## config.mk

```make
export PLATFORM = sky130hd
export DESIGN_NAME = sync_fifo_lvl
export DESIGN_NICKNAME = d
export VERILOG_FILES = /design/src/rtl/fifo_pkg.sv /design/src/rtl/fifo_mem.sv /design/src/rtl/sync_fifo_lvl.sv
export SDC_FILE = /design/constraint.sdc
export NUM_CORES = 1
export LEC_CHECK = 0
export ABC_AREA = 0
export BUFFER_PORTS_ARGS = -buffer_cell sky130_fd_sc_hd__buf_2
export CAP_MARGIN = 20
export CORE_MARGIN = 10
export CORE_UTILIZATION = 34
export DETAILED_ROUTE_END_ITERATION = 10
export GPL_TIMING_DRIVEN = 0
export PLACE_DENSITY = 0.49
export REMOVE_ABC_BUFFERS = 1
export SETUP_SLACK_MARGIN = 0.05
export SLEW_MARGIN = 10
export SYNTH_ARGS = -nofsm -noshare
export SYNTH_HDL_FRONTEND = slang
export SYNTH_SLANG_ARGS = --single-unit
```

## constraint.sdc

```tcl
create_clock -name clk -period 3.2 [get_ports clk]
set_clock_uncertainty 0.2 [all_clocks]
set_input_delay 0.48 -clock clk [delete_from_list [all_inputs] [get_ports clk]]
set_output_delay 0.48 -clock clk [all_outputs]
set_load 0.02 [all_outputs]
```

## src/rtl/fifo_pkg.sv

```systemverilog
// Shared helpers for sync_fifo_lvl: pointer/count width functions and the
// parameter legality rule checked at elaboration by the top.
package fifo_pkg;

  function automatic int ptr_width(input int depth);
    return (depth < 2) ? 1 : $clog2(depth);
  endfunction

  // Count must represent 0..depth inclusive, hence depth+1.
  function automatic int cnt_width(input int depth);
    return $clog2(depth + 1);
  endfunction

  function automatic bit params_legal(input int depth, input int af_level,
                                      input int ae_level);
    return (depth >= 2) &&
           (af_level >= 1) && (af_level <= depth) &&
           (ae_level >= 0) && (ae_level <= depth - 1);
  endfunction

endpackage

```

## src/rtl/fifo_mem.sv

```systemverilog
// FIFO storage: MEM_DEPTH x DATA_WIDTH array, one write port and one
// registered read port. The array itself is never reset.
module fifo_mem
  import fifo_pkg::*;
#(
  parameter int DATA_WIDTH = 8,
  parameter int MEM_DEPTH  = 4
) (
  input  logic                              clk,
  input  logic                              rst,
  input  logic                              wr_en,
  input  logic [ptr_width(MEM_DEPTH)-1:0]   wr_addr,
  input  logic [DATA_WIDTH-1:0]             wr_data,
  input  logic                              rd_en,
  input  logic [ptr_width(MEM_DEPTH)-1:0]   rd_addr,
  output logic [DATA_WIDTH-1:0]             rd_data
);

  logic [DATA_WIDTH-1:0] mem [MEM_DEPTH];

  always_ff @(posedge clk) begin
    if (wr_en) mem[wr_addr] <= wr_data;
  end

  // Only the output register is reset; it holds when no read is accepted.
  always_ff @(posedge clk or posedge rst) begin
    if (rst) rd_data <= '0;
    else if (rd_en) rd_data <= mem[rd_addr];
  end

endmodule

```

## src/rtl/sync_fifo_lvl.sv

```systemverilog
// Single-clock FIFO with occupancy count, almost-full/almost-empty levels and
// any depth >= 2. Optional sticky ovf/udf flags under SYNC_FIFO_LVL_ERR_EN.
module sync_fifo_lvl
  import fifo_pkg::*;
#(
  parameter int DATA_WIDTH = 8,
  parameter int MEM_DEPTH  = 4,
  parameter int AF_LEVEL   = MEM_DEPTH - 1,
  parameter int AE_LEVEL   = 1
) (
  input  logic                            clk,
  input  logic                            rst,
`ifdef SYNC_FIFO_LVL_ERR_EN
  input  logic                            err_clr,
  output logic                            ovf,
  output logic                            udf,
`endif
  input  logic                            we,
  input  logic [DATA_WIDTH-1:0]           wrdata,
  output logic                            full,
  output logic                            almost_full,
  input  logic                            re,
  output logic [DATA_WIDTH-1:0]           rddata,
  output logic                            empty,
  output logic                            almost_empty,
  output logic [cnt_width(MEM_DEPTH)-1:0] count
);

  localparam int PTR_W = ptr_width(MEM_DEPTH);
  localparam int CNT_W = cnt_width(MEM_DEPTH);

  if (!params_legal(MEM_DEPTH, AF_LEVEL, AE_LEVEL)) begin : g_bad_params
    $error("sync_fifo_lvl: illegal MEM_DEPTH/AF_LEVEL/AE_LEVEL combination");
  end

  logic [PTR_W-1:0] wr_ptr, rd_ptr;
  logic [CNT_W-1:0] count_nxt;
  logic             wr_ok, rd_ok;

  assign wr_ok = we && !full;
  assign rd_ok = re && !empty;

  always_comb begin
    count_nxt = count;
    if (wr_ok && !rd_ok)      count_nxt = count + CNT_W'(1);
    else if (rd_ok && !wr_ok) count_nxt = count - CNT_W'(1);
  end

  // Explicit wrap so non-power-of-two depths work.
  always_ff @(posedge clk or posedge rst) begin
    if (rst) begin
      wr_ptr <= '0;
      rd_ptr <= '0;
    end else begin
      if (wr_ok) wr_ptr <= (wr_ptr == PTR_W'(MEM_DEPTH - 1)) ? '0 : wr_ptr + PTR_W'(1);
      if (rd_ok) rd_ptr <= (rd_ptr == PTR_W'(MEM_DEPTH - 1)) ? '0 : rd_ptr + PTR_W'(1);
    end
  end

  // Flags are registered from the next count so they always match count.
  always_ff @(posedge clk or posedge rst) begin
    if (rst) begin
      count        <= '0;
      full         <= 1'b0;
      empty        <= 1'b1;
      almost_full  <= 1'b0;
      almost_empty <= 1'b1;
    end else begin
      count        <= count_nxt;
      full         <= (count_nxt == CNT_W'(MEM_DEPTH));
      empty        <= (count_nxt == '0);
      almost_full  <= (count_nxt >= CNT_W'(AF_LEVEL));
      almost_empty <= (count_nxt <= CNT_W'(AE_LEVEL));
    end
  end

`ifdef SYNC_FIFO_LVL_ERR_EN
  // A new error in the same cycle as err_clr keeps the flag set.
  always_ff @(posedge clk or posedge rst) begin
    if (rst) begin
      ovf <= 1'b0;
      udf <= 1'b0;
    end else begin
      if (we && full)     ovf <= 1'b1;
      else if (err_clr)   ovf <= 1'b0;
      if (re && empty)    udf <= 1'b1;
      else if (err_clr)   udf <= 1'b0;
    end
  end
`endif

  fifo_mem #(
    .DATA_WIDTH (DATA_WIDTH),
    .MEM_DEPTH  (MEM_DEPTH)
  ) u_mem (
    .clk     (clk),
    .rst     (rst),
    .wr_en   (wr_ok),
    .wr_addr (wr_ptr),
    .wr_data (wrdata),
    .rd_en   (rd_ok),
    .rd_addr (rd_ptr),
    .rd_data (rddata)
  );

endmodule
```

Yosys cells after proc, flatten, opt, wreduce, memory -nomap -nowiden:

Memories as Yosys holds them, arrays and structs flattened. A register that Yosys moved wholly into a read port is not among the register bits.
Index checks and enable logic that the tools add are counted.

* add/subtract/negate cells: 4
* order comparisons: 2
* eq/ne operators: 3
* mux-type cells: 6
* reductions and logical operators: 9

Operators with widths (number)
* 3-bit 2-to-1 mux: 2
* 2-bit by 1-bit adder with 2-bit output (second input constant): 2
* 2-bit == test (second input constant): 2
* 1-bit logical AND: 4
* 1-bit logical NOT: 4
* 2-bit 2-to-1 mux: 2
* 3-bit by 1-bit adder with 3-bit output (second input constant): 1
* 3-bit == test (second input constant): 1
* 3-bit by 2-bit >= comparator with 1-bit output (second input constant): 1
* 3-bit by 1-bit <= comparator with 1-bit output (second input constant): 1
* 3-bit logical NOT: 1
* 3-bit by 1-bit subtractor with 3-bit output (second input constant): 1
* 1-bit 2-to-1 mux: 2

* register bits after elaboration: 11
* memory bits (writable): 32
* input bits: 12
* output and inout bits: 15
* word-level logic and storage cells: 32
* memories: 1

Memories
* u_mem.mem: depth 4, bits a word 8, rd ports 1, clocked after memory_dff 1, wr ports 1, RTL line fifo_mem.sv:19 `logic [DATA_WIDTH-1:0] mem [MEM_DEPTH];`

Depth between registers and ports, before layout:

Gate-level depths: netlist of run 1.

* depth in word-level cells: 7
* gate-level depth with buffers: 6
* mapped depth without buffers: 6

Cells and area by module:

Synthesis of run 1 repeated with hierarchy kept, for this count alone.

* cell total of the unflattened synthesis: 142
* area total of the unflattened synthesis: 2142.1 um2

By module, submodules not included
* fifo_mem: times used 1, cells an instance 83, area each 1520.2 um2, seq. area each 1161.1 um2
* sync_fifo_lvl: times used 1, cells an instance 59, area each 621.8 um2, seq. area each 277.8 um2

Worst setup path before layout of run 1:

OpenSTA, ideal clock, no wires.

* kind: register to register
* start: register count[0]
* end: register almost_full
* library setup time: 0.139 ns
* data arrival time: 1.663 ns
* data required time: 2.861 ns
* path slack: 1.198 ns
* cell stages (with the launch flop): 7
* path buffers: 0
* clock period less this slack: 2.002 ns
* cell sequence: dfrtp_1 inv_1 ha_1 clkinv_1 o211ai_1 o211ai_2 or4_1

* word-level cells in the longest chain between the ends: 4
* elaborated cells on any way between the ends: 5
* those cells by class: 2 x add/sub; 1 x order compare; 2 x mux

RTL lines
* start, declared: RTL line sync_fifo_lvl.sv:26 `output logic [cnt_width(MEM_DEPTH)-1:0] count`
* start signal, assigned: RTL line sync_fifo_lvl.sv:69 `count <= count_nxt;`
* 3-bit by 1-bit subtractor with 3-bit output: RTL line sync_fifo_lvl.sv:46 `else if (rd_ok && !wr_ok) count_nxt = count - CNT_W'(1);`
* 3-bit 2-to-1 mux: RTL line sync_fifo_lvl.sv:46
* 3-bit 2-to-1 mux (*): RTL line sync_fifo_lvl.sv:45 `if (wr_ok && !rd_ok) count_nxt = count + CNT_W'(1);`
* net count_nxt[2]: RTL line sync_fifo_lvl.sv:37 `logic [CNT_W-1:0] count_nxt;`
* 3-bit by 2-bit >= comparator with 1-bit output (*): RTL line sync_fifo_lvl.sv:72 `almost_full <= (count_nxt >= CNT_W'(AF_LEVEL));`
* end signal, assigned: RTL line sync_fifo_lvl.sv:72
* end, declared: RTL line sync_fifo_lvl.sv:21 `output logic almost_full,`

Mark *: on every way through the listed nets, which the timed path passes. The rest lies on a longest branch.
A chain may end at the register's enable or synchronous reset.

Worst setup path after layout of run 1:

Ends and elaborated chain as after synthesis.

==> results.toml, run 1 <==
[die]
die_area_um2 = 9790
placeableCoreArea_um2 = 5990
die_w_um = 99.0
rows = 28
io-pin-count = 27
initial_core_util = 0.354
die_y_um = 99.0

[detailed_routing]
drt-pass1-iter-count = 4
viasPerCell = 4.73
wl_um = 3850
drc_errors = 0
vias = 1160
drtAntennaViolNets = 0
drt_iter0_drc = 31
avgRoutedWirePerCell_um = 15.7

[layout]
syn2layout_area_growth_pct = 14.8
final_cell_area_um2 = 2430
num_antenna_cells = 0
drive_above_1_share = 0.294
layout.nets = 188

[hold_path]
hold_path_class = "in -> async"

[synthesis]
ys_types = 33
seq_area_frac_synth = 0.679
avgSynthCellArea_um2 = 15.0
ys_warn_count = 0
ys_ff_latch = 51
synth-edff-count = 32
ys_async_sr_fraction = 0.373
synthCells = 141
syn_area_um2 = 2120
ys.flop_type = "edfxtp_1"

[setup_path]
endpoint_kind = "register"
reg2regPathDepth = 6
start_kind = "register"
cp_max_fo = 7
reg2reg_to = "almost_full$_DFF_PP0_"
endpoint = "almost_full$_DFF_PP0_"
critPathKind = "reg -> reg"
regToRegSetupSlack_ps = 1140
crit_required_ps = 3170
critical_path.startpoint = "count[0]$_DFF_PP0_"
crit_arrival_ps = 2030
rr_startpoint = "count[0]$_DFF_PP0_"

[timing]
setup_viol = 0
fmax_ghz = 0.486
tightest_slew_ps = 754
rsz0062_at_grt = "false"
slew_viol_final = 0
finalHoldViolations = 0
fin_tns_setup_ps = 0
timing.final.crit_share = 0.643
relSlewSlack = 0.497
post-route-min-period_ps = 2060

[clock_network]
clk_pin_slew_worst_paths_ps = 90
cts.htree.levels = 2
cts_resized = 0
cts_hold_buffers = 0
clk_latency_ps = 300
cts_buffers = 5
clock_sinks = 51
cts_setup_buffers = 0
clock_path_buffers = 2
cts_root_buffer = "clkbuf_8"
tritoncts = "yes"

[outcome]
status = "finished, final reports clean"

[global_route]
grt.total_usage = 0.0847
antenna_found_initial = 0
grt_pass1_wl_um = 6460
grt_pass1_vias = 1254
grt_max_degree = 20
gr-total-overflow = 0

[placement]
place_hpwl_um = 2650
place_area_um2 = 2300
io_buffers = 26
place.gp.congestion = 0.706

[pwr]
leakage_nw = 0.998
seq_power_share = 0.468
power.switching_uw = 762
pwr-share-comb = 0.325
vdd_drop_max_v = 0.000393
swShare = 0.340
p_int_mw = 1.48
powerDensity_nw_per_um2 = 922
pwr-share-clk = 0.207

[job]
cap_violations = 0
how the worst min path moves through the flow:
stage	startpoint	slack, ps	endpoint	cells past startpoint
5_1_grt	rst	180	u_mem.rd_data[2]$_DFFE_PP0P_	2
3_3_place_gp	u_mem.rd_data[2]$_DFFE_PP0P_	260	u_mem.rd_data[2]$_DFFE_PP0P_	2
6_report	rst	100	u_mem.rd_data[2]$_DFFE_PP0P_	2
2_1_floorplan	rst	230	almost_full$_DFF_PP0_	1
4_1_cts	rst	140	u_mem.rd_data[2]$_DFFE_PP0P_	2
3_5_place_dp	u_mem.rd_data[2]$_DFFE_PP0P_	260	u_mem.rd_data[2]$_DFFE_PP0P_	2
worst max-delay path, cell delays in order, from the launching register on:
cell and delay, ps:
dfrtp_1 450, inv_1 140, ha_1 160, clkinv_1 70
o211ai_1 200, o211ai_2 160, or4_1 550
sequential cells by signal, summed over array words and instances, names as in the netlist:
name	flops
u_mem.rd_data	8
full	1
count	3
almost_full	1
almost_empty	1
wr_ptr	2
empty	1
u_mem.mem	32
rd_ptr	2
cell usage in the layout, fill, tap and decap left out, types with 2 or more instances in the layout:
master / synthesis / layout
a21oi_1: 2 / 2
and2_1: 5 / 5
buf_2: 2 / 26
clkbuf_8: 0 / 6
dfrtp_1: 17 / 17
dfstp_2: 2 / 2
edfxtp_1: 32 / 32
ha_1: 7 / 7
inv_1: 6 / 6
mux4_2: 8 / 8
nand2_1: 28 / 28
nand2b_1: 2 / 2
nor3_1: 4 / 4
nor4_1: 2 / 2
o21ai_0: 3 / 3
or3_1: 2 / 2
metrics by stage:
| stage | util | cells | hold slack [ps] | power [mW] | setup slack [ps] |
|---|---|---|---|---|---|
| finish | 0.406 | 245 | 99.7 | 2.24 | 1140 |
| floorplan | - | 135 | 230 | 1.57 | 1160 |
| global placement | 0.385 | 236 | 256 | 1.79 | 523 |
| detailed placement | 0.385 | 236 | 259 | 1.82 | 489 |
| CTS | 0.405 | 244 | 141 | 2.28 | 741 |
| global route | 0.406 | 245 | 177 | 2.42 | 998 |
power by group through the flow:
stage	clock network, mW	registers [mW]	logic [mW]
after floorplan	0	1.15	0.423
after global placement	0	1.06	0.732
after detailed placement	0	1.07	0.743
after CTS	0.476	1.06	0.747
after global routing	0.509	1.09	0.821
final	0.464	1.05	0.729
cells by family (layout without fill, tap and decap cells):
family / after synthesis / in the layout / synth area share
fa+ha+maj: 7 / 7 / 0.0413
xor+xnor: 3 / 3 / 0.0159
mux: 8 / 8 / 0.0850
buf+inv: 13 / 42 / 0.0313
simple gates: 50 / 50 / 0.119
compound gates: 9 / 9 / 0.0283
flops: 51 / 51 / 0.679
synth_stat cells (2+ instances only):
master	instances	area share
nand2b_1	2	0.0059
nand2_1	28	0.050
nor3_1	4	0.0094
a21oi_1	2	0.0047
edfxtp_1	32	0.45
ha_1	7	0.041
o21ai_0	3	0.0071
dfrtp_1	17	0.20
buf_6	2	0.011
buf_2	2	0.0047
inv_1	6	0.011
and2_1	5	0.015
dfstp_2	2	0.025
or3_1	2	0.0059
mux4_2	8	0.085
nor4_1	2	0.0059
per-layer routing:
metal | track usage | vias up | wire [um]
met5 | 0 | - | 0
met4 | 0.0364 | 0 | 47
met3 | 0.0335 | 4 | 257
met2 | 0.144 | 25 | 2000
met1 | 0.0910 | 573 | 1540
li1 | - | 558 | -
final cells by class:
class / count / area (um2)
clock inverter: 2 / 38.8
sequential: 51 / 1440
timing repair buffer: 27 / 138
multi-input combinational: 77 / 614
clock buffer: 6 / 82.6
tap: 75 / 93.8
fill: 542 / 3560
inverter: 7 / 26.3
(Power assumes the default switching activity.)
==> run 2, diff against run 1 <==
==> constraint.sdc (replaced) <==
create_clock -name clk -period 2.15 [get_ports clk]
set_clock_uncertainty 0.2 [all_clocks]
set_input_delay 0.3225 -clock clk [delete_from_list [all_inputs] [get_ports clk]]
set_output_delay 0.3225 -clock clk [all_outputs]
set_load 0.02 [all_outputs]
==> run 2 against run 1 <==
Via count grew 0.95%. Power rose by 51%. Register-to-register slack lost 990 ps. Critical path type unchanged. Highest routed layer unchanged.
==> results.toml, run 2 (synthesis gave the netlist of run 1 again) <==
[outcome]
status = "finished, final reports clean"

[setup_path]
reg2reg_to = "almost_full$_DFF_PP0_"
critPathKind = "reg -> reg"
reg2regPathDepth = 4
slowest_stage = "or4_1"
slowest_delay_ps = 550
crit_required_ps = 2120
critical_path.startpoint = "full$_DFF_PP0_"
crit_chain = "nor2b_2, or4_4, o211ai_2, or4_1"
cp_top_family = "simple AND/OR/NAND/NOR gates"
rr_startpoint = "full$_DFF_PP0_"
path_buf_inv = 0
crit_arrival_ps = 1970
start_kind = "register"
cp_max_fo = 12
endpoint_kind = "register"
regToRegSetupSlack_ps = 150

[timing]
fin_tns_setup_ps = 0
rsz0062_at_grt = "false"
timing.final.ws_setup_ps = 151
timing.hold.ws_ps = 29.0
slew_viol_final = 0
setup_viol = 0
post-route-min-period_ps = 2000
fmax_ghz = 0.500
relSlewSlack = 0.494
tightest_slew_ps = 758
finalHoldViolations = 0
timing.final.crit_share = 0.930

[detailed_routing]
avgRoutedWirePerCell_um = 15.7
vias = 1171
drtAntennaViolNets = 0
drc_errors = 0
viasPerCell = 4.74
drt-pass1-iter-count = 4
wl_um = 3870
drt_iter0_drc = 27

[die]
placeableCoreArea_um2 = 5990
die_area_um2 = 9790
initial_core_util = 0.354
rows = 28
die_w_um = 99.0
die_y_um = 99.0
io-pin-count = 27

[hold_path]
holdPathStages = 1
hp-start = "wrdata[5]"
holdPathEnd = "u_mem.mem[0][5]$_DFFE_PP_"
hold_path_class = "in -> reg"

[pwr]
total_power_mw = 3.38
powerDensity_nw_per_um2 = 1370
leakage_nw = 1.01
vdd_drop_max_v = 0.000601

[global_route]
grt.total_usage = 0.0850
grt_pass1_vias = 1257
antenna_found_initial = 0
grt_max_degree = 20
gr-total-overflow = 0
grt_pass1_wl_um = 6490

[clock_network]
clk_latency_ps = 300
cts_root_buffer = "clkbuf_8"
cts.htree.levels = 2
clk_pin_slew_worst_paths_ps = 90
tritoncts = "yes"
clock_sinks = 51
clock_path_buffers = 2
cts_buffers = 5

[layout]
syn2layout_area_growth_pct = 16.0
layout.nets = 190
top_register = "u_mem.mem"
final_common_cell = "edfxtp_1"
num_antenna_cells = 0
final_cell_area_um2 = 2460
drive_above_1_share = 0.314
final_cell_mix = "32 x edfxtp_1, 28 x nand2_1, 26 x buf_2, 16 x dfrtp_1, 8 x mux4_2"
reg_top3 = "u_mem.mem x32, u_mem.rd_data x8, count x3"
largest_reg_flops = 32

[placement]
io_buffers = 26
place.gp.congestion = 0.706
place_hpwl_um = 2650
place_area_um2 = 2300
dp_slack_ps = -404

[job]
cap_violations = 0
[run 2: cell count changes in the layout (fill, tap and decap cells not counted)]
| cell | previous run | this run |
|---|---|---|
| buf_4 | 1 | 2 |
| dfrtp_1 | 17 | 16 |
| dfrtp_2 | 0 | 1 |
| dlygate4sd3_1 | 0 | 1 |
| inv_1 | 6 | 5 |
| inv_2 | 0 | 1 |
| nor2b_1 | 1 | 0 |
| nor2b_4 | 0 | 1 |
[run 2: stage by stage]
| step | utilization | cells |
|---|---|---|
| after floorplan | - | 135 |
| after global placement | 0.385 | 236 |
| after detailed placement | 0.385 | 236 |
| after CTS | 0.407 | 245 |
| after global routing | 0.410 | 247 |
| final | 0.410 | 247 |
[run 2: how the worst max path moves through the flow]
stage	depth (start not counted)	to	slack, ps
detailed placement	4	almost_full$_DFF_PP0_	-400
CTS	3	almost_full$_DFF_PP0_	80
floorplan	6	almost_full$_DFF_PP0_	140
global route	6	almost_full$_DFF_PP0_	50
global placement	4	almost_full$_DFF_PP0_	-370
finish	4	almost_full$_DFF_PP0_	150
[run 2: layer usage]
layer,share of wire,global-route usage,vias to the layer above,routed length (um)
met5,0,0,-,0
met4,0.011,0.0364,0,44
met3,0.070,0.0335,4,271
met2,0.51,0.142,24,1980
met1,0.41,0.0935,582,1570
li1,-,-,561,-
[run 2: report_power, final]
group,total (mW),leakage (nW),switching (mW),internal [mW]
Clock,0.688,0.0618,0.306,0.383
Combinational,1.12,0.429,0.630,0.492
Sequential,1.57,0.521,0.209,1.36
[run 2: final cells by class]
class | instances | area, um2
fill | 543 | 3530
sequential | 51 | 1440
multi-input combinational | 77 | 622
timing repair buffer | 29 | 155
tap | 75 | 93.8
clock buffer | 6 | 82.6
clock inverter | 2 | 38.8
inverter | 7 | 26.3
[run 2: what timing repair did]
action | 4_1_cts | 5_1_grt
setup buffers | 0 | 2
pin swaps | 0 | 1
resized for setup | 1 | 3
endpoints found under the hold margin | 17 | 0
setup endpoints to repair | 3 | 1
hold buffers | 1 | 0
[run 2: worst reg2reg max path, delay by kind of cell (launching register included)]
family,cells,cell delay [ps]
simple gates,3,1160
flops,1,420
compound gates,1,110
